[src/rtl/uart_tx_port.sv]
// Memory-mapped 8N1 UART transmitter: CPU bus responder, byte FIFO, status register
// and a level interrupt raised while idle with nothing left to send.
module uart_tx_port #(
    parameter int CLK_DIVIDER = 104,
    parameter int FIFO_BITS   = 3
) (
    input  logic        clk,
    input  logic        nreset,
    input  logic        sel,
    input  logic        mem_address,
    input  logic        mem_valid,
    input  logic        mem_nwr,
    input  logic [31:0] mem_data_in,
    output logic [31:0] mem_data_out,
    output logic        mem_ready,
    output logic        tx,
    output logic        interrupt,
    input  logic        interrupt_clear
);
    localparam int DEPTH = 1 << FIFO_BITS;
    localparam int CNT_W = FIFO_BITS + 1;
    localparam int DIV_W = (CLK_DIVIDER > 2) ? $clog2(CLK_DIVIDER) : 1;
    localparam logic [DIV_W-1:0] DIV_LAST = DIV_W'(CLK_DIVIDER - 1);
    localparam logic [CNT_W-1:0] CNT_FULL = CNT_W'(DEPTH);

    typedef enum logic [1:0] {S_IDLE, S_START, S_DATA, S_STOP} tx_state_t;

    tx_state_t            state, state_nxt;
    logic [DIV_W-1:0]     div_cnt, div_nxt;
    logic [2:0]           bit_cnt, bit_nxt;
    logic [7:0]           shift, shift_nxt;
    logic                 tx_nxt;

    logic [7:0]           fifo_mem [DEPTH];
    logic [FIFO_BITS-1:0] wr_ptr, rd_ptr;
    logic [CNT_W-1:0]     count;
    logic                 full, empty, busy, overflow, irq_en;
    logic                 req, wr_data, wr_status, rd_any, push, pop;

    function automatic logic [31:0] status_word(input logic [CNT_W-1:0] cnt,
                                                input logic ovf, input logic bsy,
                                                input logic emp, input logic ful);
        logic [7:0] cnt8;
        cnt8 = 8'(cnt);
        return {16'b0, cnt8, 4'b0, ovf, bsy, emp, ful};
    endfunction

    // A request is taken once, on the edge before mem_ready rises.
    assign req       = mem_valid & sel & ~mem_ready;
    assign wr_data   = req & ~mem_nwr & ~mem_address;
    assign wr_status = req & ~mem_nwr & mem_address;
    assign rd_any    = req & mem_nwr;
    assign full      = (count == CNT_FULL);
    assign empty     = (count == '0);
    assign busy      = (state != S_IDLE);
    assign push      = wr_data & ~full;

    always_ff @(posedge clk or negedge nreset) begin
        if (!nreset) begin
            mem_ready    <= 1'b0;
            mem_data_out <= '0;
            overflow     <= 1'b0;
            irq_en       <= 1'b0;
            interrupt    <= 1'b0;
        end else begin
            mem_ready <= mem_valid & sel;
            if (rd_any)
                mem_data_out <= status_word(count, overflow, busy, empty, full);
            if (rd_any && mem_address)
                overflow <= 1'b0;
            else if (wr_data && full)
                overflow <= 1'b1;
            if (interrupt_clear)
                irq_en <= 1'b0;
            else if (wr_status)
                irq_en <= mem_data_in[0];
            interrupt <= irq_en & empty & ~busy;
        end
    end

    always_ff @(posedge clk) begin
        if (push)
            fifo_mem[wr_ptr] <= mem_data_in[7:0];
    end

    always_ff @(posedge clk or negedge nreset) begin
        if (!nreset) begin
            wr_ptr <= '0;
            rd_ptr <= '0;
            count  <= '0;
        end else begin
            if (push)
                wr_ptr <= wr_ptr + FIFO_BITS'(1);
            if (pop)
                rd_ptr <= rd_ptr + FIFO_BITS'(1);
            case ({push, pop})
                2'b10:   count <= count + CNT_W'(1);
                2'b01:   count <= count - CNT_W'(1);
                default: count <= count;
            endcase
        end
    end

    always_ff @(posedge clk or negedge nreset) begin
        if (!nreset) begin
            state   <= S_IDLE;
            div_cnt <= '0;
            bit_cnt <= '0;
            shift   <= '0;
            tx      <= 1'b1;
        end else begin
            state   <= state_nxt;
            div_cnt <= div_nxt;
            bit_cnt <= bit_nxt;
            shift   <= shift_nxt;
            tx      <= tx_nxt;
        end
    end

    always_comb begin
        state_nxt = state;
        div_nxt   = div_cnt;
        bit_nxt   = bit_cnt;
        shift_nxt = shift;
        tx_nxt    = tx;
        pop       = 1'b0;
        case (state)
            S_IDLE: begin
                tx_nxt = 1'b1;
                if (!empty) begin
                    pop       = 1'b1;
                    shift_nxt = fifo_mem[rd_ptr];
                    tx_nxt    = 1'b0;
                    div_nxt   = '0;
                    state_nxt = S_START;
                end
            end
            S_START: begin
                if (div_cnt == DIV_LAST) begin
                    div_nxt   = '0;
                    bit_nxt   = '0;
                    tx_nxt    = shift[0];
                    state_nxt = S_DATA;
                end else begin
                    div_nxt = div_cnt + DIV_W'(1);
                end
            end
            S_DATA: begin
                if (div_cnt == DIV_LAST) begin
                    div_nxt = '0;
                    if (bit_cnt == 3'd7) begin
                        tx_nxt    = 1'b1;
                        state_nxt = S_STOP;
                    end else begin
                        bit_nxt   = bit_cnt + 3'd1;
                        shift_nxt = shift >> 1;
                        tx_nxt    = shift[1];
                    end
                end else begin
                    div_nxt = div_cnt + DIV_W'(1);
                end
            end
            default: begin
                // Stop bit: chain straight into the next start bit when data is waiting.
                if (div_cnt == DIV_LAST) begin
                    div_nxt = '0;
                    if (!empty) begin
                        pop       = 1'b1;
                        shift_nxt = fifo_mem[rd_ptr];
                        tx_nxt    = 1'b0;
                        state_nxt = S_START;
                    end else begin
                        tx_nxt    = 1'b1;
                        state_nxt = S_IDLE;
                    end
                end else begin
                    div_nxt = div_cnt + DIV_W'(1);
                end
            end
        endcase
    end
endmodule

[config.mk]
export PLATFORM = sky130hd
export DESIGN_NAME = uart_tx_port
export DESIGN_NICKNAME = d
export VERILOG_FILES = /design/src/rtl/uart_tx_port.sv
export SDC_FILE = /design/constraint.sdc
export NUM_CORES = 1
export LEC_CHECK = 0
export ABC_AREA = 0
export CAP_MARGIN = 30
export CORE_ASPECT_RATIO = 1.5
export CORE_MARGIN = 3
export CORE_UTILIZATION = 55
export CTS_CLUSTER_DIAMETER = 100
export DETAILED_ROUTE_END_ITERATION = 12
export GPL_TIMING_DRIVEN = 0
export PLACE_DENSITY_LB_ADDON = 0.15
export SLEW_MARGIN = 10
export SYNTH_ARGS = -nofsm -noshare
export SYNTH_HDL_FRONTEND = slang
export SYNTH_SLANG_ARGS = --single-unit
[constraint.sdc]
create_clock -name clk -period 3.9 [get_ports clk]
set_input_delay 0.39 -clock clk [delete_from_list [all_inputs] [get_ports clk]]
set_output_delay 0.39 -clock clk [all_outputs]
set_load 0.05 [all_outputs]
==> reports/metrics.cfg <==
[outcome]
outcome = finished clean

[worst_setup_path]
crit_chain = clkdlybuf4s50_1 > nand2_1 > nor3_1 > nor3b_1 > inv_1 > ha_1 > xor2_1 > ha_1 > a21oi_1 > xor2_1 > nor2_1 > xor2_1
cp.buffers_inverters = 2
cp.arrival_ps = 3340
cp.required_ps = 4120
path_max_fanout = 6
r2r-end = count[2]
worstSetupEndpointType = register
timing.rr.start = mem_ready
cpPeakStageDelay_ps = 670
critPathTopFamily = simple AND/OR/NAND/NOR gates
reg2reg_depth = 10
crit_top_cell = xor2_1
path_class = in2reg
startpoint_type = primary input
reg2reg_slack_ps = 930
cp_slowest_cell = nor3b_1

[place]
gp_congestion = 0.7880
port_buffers = 25
hpwl_um = 5953

[grt]
grt_pass1_vias = 2721
grt_start_max_net_pins = 33
overflow = 0
grtUsageTotal = 0.1789
antenna_found_initial = 0
grt_pass1_wl_um = 13720

[layout]
finalNetCount = 456
area_delta_synth_final_pct = 15.67
final_cell_mix = edfxtp_1 (64), dfrtp_1 (42), nand2_1 (27)
final_common_cell = edfxtp_1
n_fill_cell = 651
insertedDiodeCount = 0
fin_util = 0.6616
drive_gt1_frac = 0.2127

[cts]
tritoncts = yes
cts_buffers = 9
cts_num_sinks = 107
htree_levels = 3
clk_pin_slew_ps = 60
cts_root_buf = clkbuf_16
cts.path.max_buffers = 2
clock_latency_ps = 340

[sta]
setup_viol = 0
holdWs_ps = 454.8
fin_tns_setup_ps = 0
relSlewSlack = 0.3947
fin_crit_sh = 0.8003
max_freq_mhz = 320.4
fin_crit_ps = 3121
rsz0062_at_grt = no
hold_viol = 0
skew_ps = 4.828
tightest_slew_ps = 904.6
maxSlewViolCount = 0

[route]
first_pass_iters = 4
vias = 2737
drc = 0
wire_per_inst_um = 16.01
ant_nets = 0
via_per_inst = 5.304
drt_iter0_drc = 128
routed_wl_um = 8261

[floorplanning]
start_util = 0.5720
io_pins = 74
die_area_um2 = 10040
die_h_um = 121.3
die_w_um = 82.84
core_um2 = 8516
rows = 41

[power_and_ir_drop]
leakage_nw = 2.211
ir_worst_vdd_uv = 400.5
power.density_nw_per_um2 = 671.1

[synth]
synthCells = 344
synth_area_um2 = 4871
netlist_top_cells_area = edfxtp_1 (39%), dfrtp_1 (22%), mux4_2 (6.9%)
synthDistinctLibCells = 45
ys_seq_elements = 107
synth_flop_cell = edfxtp_1
synth_edf_count = 64
yosys.area.top_type = edfxtp_1
synth_top_area_frac = 0.3946
yosys_warnings = 0
async_flop_share = 0.4019
syn_avg_cell_area_um2 = 14.16
ys_seq_area_frac = 0.6157

[job]
drv_cap = 0

[min_path]
hold_class = in2async

==> per-stage QoR <==
step | area [um^2] | setup WS (ps) | power [mW] | cells
4_1_cts | 5634 | 751.9 | 3.821 | 516
3_3_place_gp | 5341 | 147.2 | 2.965 | 499
3_5_place_dp | 5366 | 412.2 | 3.016 | 500
2_1_floorplan | 4957 | 1111 | 2.666 | 367
5_1_grt | 5634 | 489.3 | 4.016 | 516
6_report | 5634 | 778.8 | 3.781 | 516
==> worst max-delay path by stage <==
| stage | to | cells past startpoint | slack [ps] | start |
|---|---|---|---|---|
| 2_1_floorplan | count[2] | 10 | 1110 | mem_ready |
| 3_3_place_gp | fifo_mem[1][2] | 6 | 150 | mem_valid |
| 3_5_place_dp | count[2] | 12 | 410 | mem_valid |
| 4_1_cts | count[2] | 12 | 750 | mem_valid |
| 5_1_grt | count[2] | 12 | 490 | mem_valid |
| 6_report | count[2] | 12 | 780 | mem_valid |
==> registers in the layout, summed over array words and instances, names as in the netlist, 2 cells and up <==
register / flops
rd_ptr: 3
state: 2
shift: 8
fifo_mem: 64
count: 4
div_cnt: 7
mem_data_out: 8
wr_ptr: 3
bit_cnt: 3
==> per-layer routing <==
layer	routed length (um)	vias to the layer above	GRT usage	part of all wire
met1	3444	1335	0.2104	0.42
met2	4338	55	0.3133	0.53
met4	189	0	0.07157	0.023
met3	289	14	0.04552	0.035
li1	-	1333	-	-
met5	0	-	0	0
==> logic make-up (layout without fill, tap and decap cells) <==
group                      after synthesis  in the layout  synth area share
buffers and inverters                   45             87           0.05574
xor gates and xnor gates                10             10           0.01798
muxes                                   43             43            0.1374
AOI/OAI and AO/OA                       44             44           0.05626
DFF                                    107            107            0.6157
other                                    1             24         0.0007699
and+or+nand+nor                         82             82           0.08528
adders and majority gates               12             12           0.03082
==> cell type report <==
type | count | area [um^2] | share of cell area
sequential | 107 | 2999 | 0.5323
multi-input combinational | 215 | 1697 | 0.3011
timing repair buffer | 27 | 275.3 | 0.04886
buffer | 37 | 241.5 | 0.04286
clock buffer | 9 | 225.2 | 0.03997
tap | 107 | 133.9 | 0.02376
clock inverter | 6 | 32.53 | 0.005774
inverter | 8 | 30.03 | 0.005330
==> timing repair <==
item,in CTS,in global routing
buffers inserted,0,0
gates resized for setup,0,0
hold endpoints to repair,11,0
setup endpoints to repair,0,0
hold buffers,1,0
==> cells in the mapped netlist, types with 2 or more instances <==
master and count:
mux4_2 15, and2b_1 3, clkbuf_1 8, inv_1 8
nor3b_1 2, buf_4 24, mux2_4 7, nor2_1 19
buf_2 4, nand3b_1 2, nor2b_1 2, nor3_1 4
dfrtp_1 42, o311ai_0 2, mux2i_1 8, mux2_2 13
xor2_1 6, edfxtp_1 64, ha_1 12, o21ai_0 23
nand3_1 8, nand2b_1 7, a21oi_1 7, o31ai_1 4
xnor2_1 4, nand2_1 27
==> report_power, final <==
group / switching, mW / internal [mW]
Combinational: 0.778 / 0.658
Sequential: 0.153 / 1.40
Clock: 0.374 / 0.423
No activity file was read; power rests on OpenSTA's default activity.
